**config.mk**
```make
export PLATFORM = sky130hd
export DESIGN_NAME = dht11_poll_scheduler_flat
export DESIGN_NICKNAME = d
export VERILOG_FILES = /design/src/rtl/dht11_poll_scheduler_if.sv /design/src/rtl/dht11_poll_scheduler.sv /design/src/flat_wrapper.sv
export SDC_FILE = /design/constraint.sdc
export NUM_CORES = 1
export LEC_CHECK = 0
export BUFFER_PORTS_ARGS = -buffer_cell sky130_fd_sc_hd__buf_2
export CAP_MARGIN = 20
export CORE_ASPECT_RATIO = 1.4
export CORE_UTILIZATION = 40
export DETAILED_ROUTE_END_ITERATION = 6
export HOLD_SLACK_MARGIN = 0.06
export PLACE_DENSITY = 0.67
export SYNTH_ARGS = -nofsm -noshare
export SYNTH_HDL_FRONTEND = slang
export SYNTH_SLANG_ARGS = --single-unit
```
**constraint.sdc**
```tcl
create_clock -name clk -period 4.5 [get_ports clk]
set_input_delay 1.35 -clock clk [delete_from_list [all_inputs] [get_ports clk]]
set_output_delay 1.35 -clock clk [all_outputs]
set_load 0.01 [all_outputs]
```
**src/rtl/dht11_poll_scheduler_if.sv**
```systemverilog
// Reader handshake: one-cycle start request out, frame strobe and 40-bit frame back.
interface dht11_poll_scheduler_if;
  logic        rd_start;
  logic        rd_valid;
  logic [39:0] rd_data;

  // Scheduler side
  modport master (output rd_start, input rd_valid, input rd_data);
  // Reader side
  modport slave  (input rd_start, output rd_valid, output rd_data);
endinterface

```
**src/rtl/dht11_poll_scheduler.sv**
```systemverilog
// DHT11 poll scheduler: periodic start requests, frame timeout, checksum
// validation, bounded retries and last-good-value holding with fault flag.
module dht11_poll_scheduler #(
  parameter int unsigned POLL_CYCLES      = 20000000,
  parameter int unsigned TIMEOUT_CYCLES   = 100000,
  parameter int unsigned RETRY_GAP_CYCLES = 2000000,
  parameter int unsigned MAX_RETRY        = 3
) (
  input  logic                          clk,
  input  logic                          rst_n,
  input  logic                          enable,
  input  logic                          force_poll,
  dht11_poll_scheduler_if.master        rd_bus,
  output logic [7:0]                    humidity,
  output logic [7:0]                    temperature,
  output logic                          sample_valid,
  output logic                          sensor_fault,
  output logic [7:0]                    err_count,
  output logic                          busy
);

  localparam int unsigned CNT_MAX = (POLL_CYCLES > RETRY_GAP_CYCLES) ? POLL_CYCLES : RETRY_GAP_CYCLES;
  localparam int unsigned CNT_W   = (CNT_MAX > 1) ? $clog2(CNT_MAX) : 1;
  localparam int unsigned TCNT_W  = (TIMEOUT_CYCLES > 1) ? $clog2(TIMEOUT_CYCLES) : 1;
  localparam int unsigned RTY_W   = (MAX_RETRY > 0) ? $clog2(MAX_RETRY + 1) : 1;

  typedef enum logic [1:0] {
    S_IDLE,
    S_START,
    S_WAIT,
    S_CHECK
  } state_t;

  state_t             state, state_d;
  logic [CNT_W-1:0]   cnt, cnt_d;
  logic [TCNT_W-1:0]  tcnt, tcnt_d;
  logic [RTY_W-1:0]   retry, retry_d;
  logic [39:0]        frame, frame_d;
  logic [7:0]         hum_d, temp_d, err_d;
  logic               sv_d, fault_d, start_d, busy_d;
  logic               fail;
  logic [7:0]         sum;

  // Checksum over the four data bytes, wrapping at 8 bits
  assign sum = frame[39:32] + frame[31:24] + frame[23:16] + frame[15:8];

  // Next-state and next-output logic; failure handling is shared by WAIT and CHECK
  always_comb begin
    state_d = state;
    cnt_d   = cnt;
    tcnt_d  = tcnt;
    retry_d = retry;
    frame_d = frame;
    hum_d   = humidity;
    temp_d  = temperature;
    err_d   = err_count;
    fault_d = sensor_fault;
    sv_d    = 1'b0;
    fail    = 1'b0;

    case (state)
      S_IDLE: begin
        if (enable) begin
          if (cnt == '0 || force_poll) state_d = S_START;
          else                         cnt_d   = cnt - CNT_W'(1);
        end
      end
      S_START: begin
        tcnt_d  = TCNT_W'(TIMEOUT_CYCLES - 1);
        state_d = S_WAIT;
      end
      S_WAIT: begin
        if (rd_bus.rd_valid) begin
          frame_d = rd_bus.rd_data;
          state_d = S_CHECK;
        end else if (tcnt == '0) begin
          fail = 1'b1;
        end else begin
          tcnt_d = tcnt - TCNT_W'(1);
        end
      end
      S_CHECK: begin
        if (sum == frame[7:0]) begin
          hum_d   = frame[39:32];
          temp_d  = frame[23:16];
          sv_d    = 1'b1;
          fault_d = 1'b0;
          retry_d = '0;
          cnt_d   = CNT_W'(POLL_CYCLES - 1);
          state_d = S_IDLE;
        end else begin
          fail = 1'b1;
        end
      end
      default: state_d = S_IDLE;
    endcase

    if (fail) begin
      if (err_count != 8'hFF) err_d = err_count + 8'd1;
      if (retry < RTY_W'(MAX_RETRY)) begin
        retry_d = retry + RTY_W'(1);
        cnt_d   = CNT_W'(RETRY_GAP_CYCLES - 1);
      end else begin
        fault_d = 1'b1;
        retry_d = '0;
        cnt_d   = CNT_W'(POLL_CYCLES - 1);
      end
      state_d = S_IDLE;
    end

    // rd_start and busy are registered from the next state so they line up with it
    start_d = (state_d == S_START);
    busy_d  = (state_d != S_IDLE);
  end

  // State and output registers with synchronous active-low reset
  always_ff @(posedge clk) begin
    if (!rst_n) begin
      state           <= S_IDLE;
      cnt             <= '0;
      tcnt            <= '0;
      retry           <= '0;
      frame           <= '0;
      humidity        <= '0;
      temperature     <= '0;
      sample_valid    <= 1'b0;
      sensor_fault    <= 1'b0;
      err_count       <= '0;
      busy            <= 1'b0;
      rd_bus.rd_start <= 1'b0;
    end else begin
      state           <= state_d;
      cnt             <= cnt_d;
      tcnt            <= tcnt_d;
      retry           <= retry_d;
      frame           <= frame_d;
      humidity        <= hum_d;
      temperature     <= temp_d;
      sample_valid    <= sv_d;
      sensor_fault    <= fault_d;
      err_count       <= err_d;
      busy            <= busy_d;
      rd_bus.rd_start <= start_d;
    end
  end

endmodule

```
**src/flat_wrapper.sv**
```systemverilog
// flat-port wrapper written by rule: the top's interface ports become plain ports
module dht11_poll_scheduler_flat 
#(
  parameter int unsigned POLL_CYCLES      = 20000000,
  parameter int unsigned TIMEOUT_CYCLES   = 100000,
  parameter int unsigned RETRY_GAP_CYCLES = 2000000,
  parameter int unsigned MAX_RETRY        = 3
)
  (clk, rst_n, enable, force_poll, humidity, temperature, sample_valid, sensor_fault, err_count, busy, rd_bus_rd_start, rd_bus_rd_valid, rd_bus_rd_data);
  dht11_poll_scheduler_if rd_bus_i ();
  input  logic clk;
  input  logic rst_n;
  input  logic enable;
  input  logic force_poll;
  output logic [7:0] humidity;
  output logic [7:0] temperature;
  output logic sample_valid;
  output logic sensor_fault;
  output logic [7:0] err_count;
  output logic busy;
  output wire logic [$bits(rd_bus_i.rd_start)-1:0] rd_bus_rd_start;
  input wire logic [$bits(rd_bus_i.rd_valid)-1:0] rd_bus_rd_valid;
  input wire logic [$bits(rd_bus_i.rd_data)-1:0] rd_bus_rd_data;
  assign rd_bus_rd_start = rd_bus_i.rd_start;
  assign rd_bus_i.rd_valid = rd_bus_rd_valid;
  assign rd_bus_i.rd_data = rd_bus_rd_data;
  dht11_poll_scheduler #(.POLL_CYCLES(POLL_CYCLES), .TIMEOUT_CYCLES(TIMEOUT_CYCLES), .RETRY_GAP_CYCLES(RETRY_GAP_CYCLES), .MAX_RETRY(MAX_RETRY)) u_core (.clk(clk), .rst_n(rst_n), .enable(enable), .force_poll(force_poll), .rd_bus(rd_bus_i), .humidity(humidity), .temperature(temperature), .sample_valid(sample_valid), .sensor_fault(sensor_fault), .err_count(err_count), .busy(busy));
endmodule
```
==> key figures <==
Outcome
  • Status: complete, no violations

Power
  • Maximum vdd drop: 0.291 mV
  • Design Power: 0.00399 W
  • Power density over the cells: 588 nW/um^2
  • Leakage Power: 2.71 nW

STA
  • Fin Setup TNS: 0 ns
  • Clock Skew: 0.00855 ns
  • Period utilization: 91.3%
  • Worst Max-Slew Pin Slew: 0.855 ns
  • Rel. slew slack: 42.5%
  • Fin worst setup slack: 0.391 ns
  • RSZ-0062 raised after global routing: no
  • Fin. Hold Viols: 0
  • Final setup violation count: 0
  • Max Transition Viols Final: 0
  • Max Freq: 243 MHz
  • Crit path time final: 4.11 ns

Critical path
  • Crit Path Max Fanout: 6
  • Worst EP arrival: 4.39 ns
  • CP most frequent cell: fa_1
  • Worst setup path category: flip-flop to flip-flop
  • CP startpoint kind: flip-flop
  • CP cell instances: fa_1 > inv_1 > fa_1 > inv_1 > ha_1 > fa_1 > a21o_1 > a21oi_1 > xnor2_1 > o2111ai_1 > o31ai_2 > buf_4 > nand2_1 > nor4_1
  • Worst path bufs/invs: 3
  • Delay-heaviest family, CP: adder cells
  • Data required, critical path: 4.78 ns
  • Worst path max stage delay: 0.55 ns
  • CP Capture Type: flip-flop
  • Worst R2R Setup Slack: 0.39 ns
  • Crit path max-delay cell type: fa_1

Logic synthesis
  • Synth Area per Inst: 8.72 sq um
  • Post-synth cell types: 59
  • Largest cells by area after synthesis: dfxtp_1 (40%), nand2_1 (6.9%), a21oi_1 (5.6%), fa_1 (4.9%), ha_1 (3.7%)
  • Ys flop type: dfxtp_1
  • Synth Instances: 651
  • Mapped Area: 5670 sq um
  • Yosys top cell area share: 40.2%
  • Number of synthesized flops with an enable pin: 0
  • Register area share after synthesis: 40.2%
  • Number of synthesis warnings: 0
  • Net count after synthesis: 727
  • Synth area leader: dfxtp_1
  • Async SR Flop Fraction: 0%
  • Yosys reg bits: 114

CTS
  • H-tree depth: 4
  • Cts hold-fix bufs: 0
  • Post-CTS Resized: 0
  • CTS Sinks: 114
  • Root Buffer: clkbuf_16
  • CTS tree: done
  • Setup Buffers After CTS: 0
  • Clock transition at path regs: 0.06 ns
  • Clk_lat worst skew: 0.41 ns
  • CTS Buf Count: 17
  • CTS Buffer Depth: 2

Global routing
  • Gr ovfl total: 0
  • Number of global-route vias before repair: 4,713
  • First-pass GRT wire length: 22,100 um
  • Largest net degree at the start of global routing: 47
  • Initial antenna violation count: 0
  • Total GRT Usage: 19.5%

Drt
  • Via-per-instance ratio: 5.25
  • Drt first pass iters: 5
  • # DRC: 0
  • Initial DRC Count: 199
  • Post-route ant nets: 0
  • Routed WL: 13,400 um
  • Drt wl/cell: 14.7 um
  • Via Count: 4,801

Floorplan
  • Rows: 51
  • I/O pin total: 73
  • Die Width: 103 um
  • Full die area: 14,700 sq um
  • Starting Density: 40.8%
  • Die height: 143 um
  • CORE AREA: 13,900 sq um

Place
  • Hpwl dp: 9600 um
  • Worst slack at placement: 0.329 ns
  • Post-DP Area: 6190 sq um
  • GPL Wtd Cong: 0.836
  • Port buffer count: 72

Final layout
  • Nets: 793
  • Core Util, Final: 48.8%
  • Register area: 2280 sq um
  • # diodes: 0
  • Area of the multi-input gates: 3170 sq um
  • Final Instance Area: 6790 sq um
  • Commonest cells after routing, fill and taps aside: dfxtp_1 (114), nand2_1 (105), buf_2 (72)
  • Most common cell after layout, fill and taps aside: dfxtp_1
  • Layout area overhead: 19.6%
  • Fillers: 1,377
  • Fraction of layout cells with a size suffix above 1: 18.2%

Run
  • Maxcap violations: 0

Min path
  • Min-delay worst type: flip-flop to flip-flop
==> cell usage after synthesis, types with 3 or more instances <==
master and n:
inv_1 21, and2_1 5, nor2b_1 5, buf_1 4
fa_1 14, xor2_1 23, o21ai_2 4, dfxtp_1 114
nor4b_1 3, nor2_1 53, a211oi_1 4, o22ai_1 3
nand3b_1 3, nand4_1 7, or3_1 4, nor4_1 12
xnor2_1 24, o21ai_0 7, nand2_1 105, a21oi_1 63
o31ai_1 4, a31oi_1 8, ha_1 17, buf_2 6
mux2i_1 20, a221oi_1 4, clkbuf_1 22, nand3_1 17
or4_1 11, nor3_1 14, o21a_1 5, nand2b_1 8
==> metal layers <==
metal	vias to the layer above	GRT usage (%)	part of all wire [%]
li1	2400	-	-
met3	19	3.92	3.6
met4	0	8.57	2.0
met1	2272	21.5	41
met2	110	35.3	53
met5	-	0	0
==> cell type report <==
type                       instances  area share [%]
multi-input combinational        481            46.6
sequential                       114            33.6
timing repair buffer              81            6.49
clock buffer                      17            6.27
tap                              185            3.41
clock inverter                    15            2.38
inverter                          22            1.22
==> sequential cells by signal, indices dropped and copies added, names as in the netlist <==
name / cells
u_core.tcnt: 17
u_core.state: 2
u_core.humidity: 8
u_core.rd_bus.rd_start: 1
u_core.cnt: 25
u_core.sensor_fault: 1
u_core.busy: 1
u_core.temperature: 8
u_core.retry: 2
u_core.sample_valid: 1
u_core.err_count: 8
u_core.frame: 40
==> power breakdown <==
group          internal, W  total, W  switching, W
clock network     0.000818   0.00131      0.000495
registers          0.00117   0.00131      0.000145
logic             0.000544   0.00137      0.000823
==> tightest hold or removal path: stages (launching register included) <==
cell and delay (ns):
dfxtp_1 0.31, nand2_1 0.05, a21oi_1 0.05
==> stage by stage <==
stage	hold slack, ns	std cells
global route	0.479	915
finish	0.459	915
global placement	0.444	882
floorplan	0.436	651
detailed placement	0.457	882
CTS	0.465	914
==> path summary, 6_finish.rpt <==
check / startpoint / end / cells past startpoint
max reg2reg: u_core.frame[9] / u_core.rd_bus.rd_start / 14
min reg2reg: u_core.frame[14] / u_core.frame[14] / 2
min: u_core.frame[14] / u_core.frame[14] / 2
max: u_core.frame[9] / u_core.rd_bus.rd_start / 14
==> cell families (layout without fill, tap and decap cells) <==
group	count (synthesis)	in the layout	share of synthesized area [%]
adder cells (fa/ha/maj)	31	31	8.69
flip-flops	114	114	40.2
AO/OA/AOI/OAI	123	123	14.1
XOR/XNOR	47	47	7.25
buffers and inverters	56	135	4.10
AND/OR/NAND/NOR	260	260	22.1
multiplexers	20	20	3.53
No activity file was read; power rests on OpenSTA's default activity.
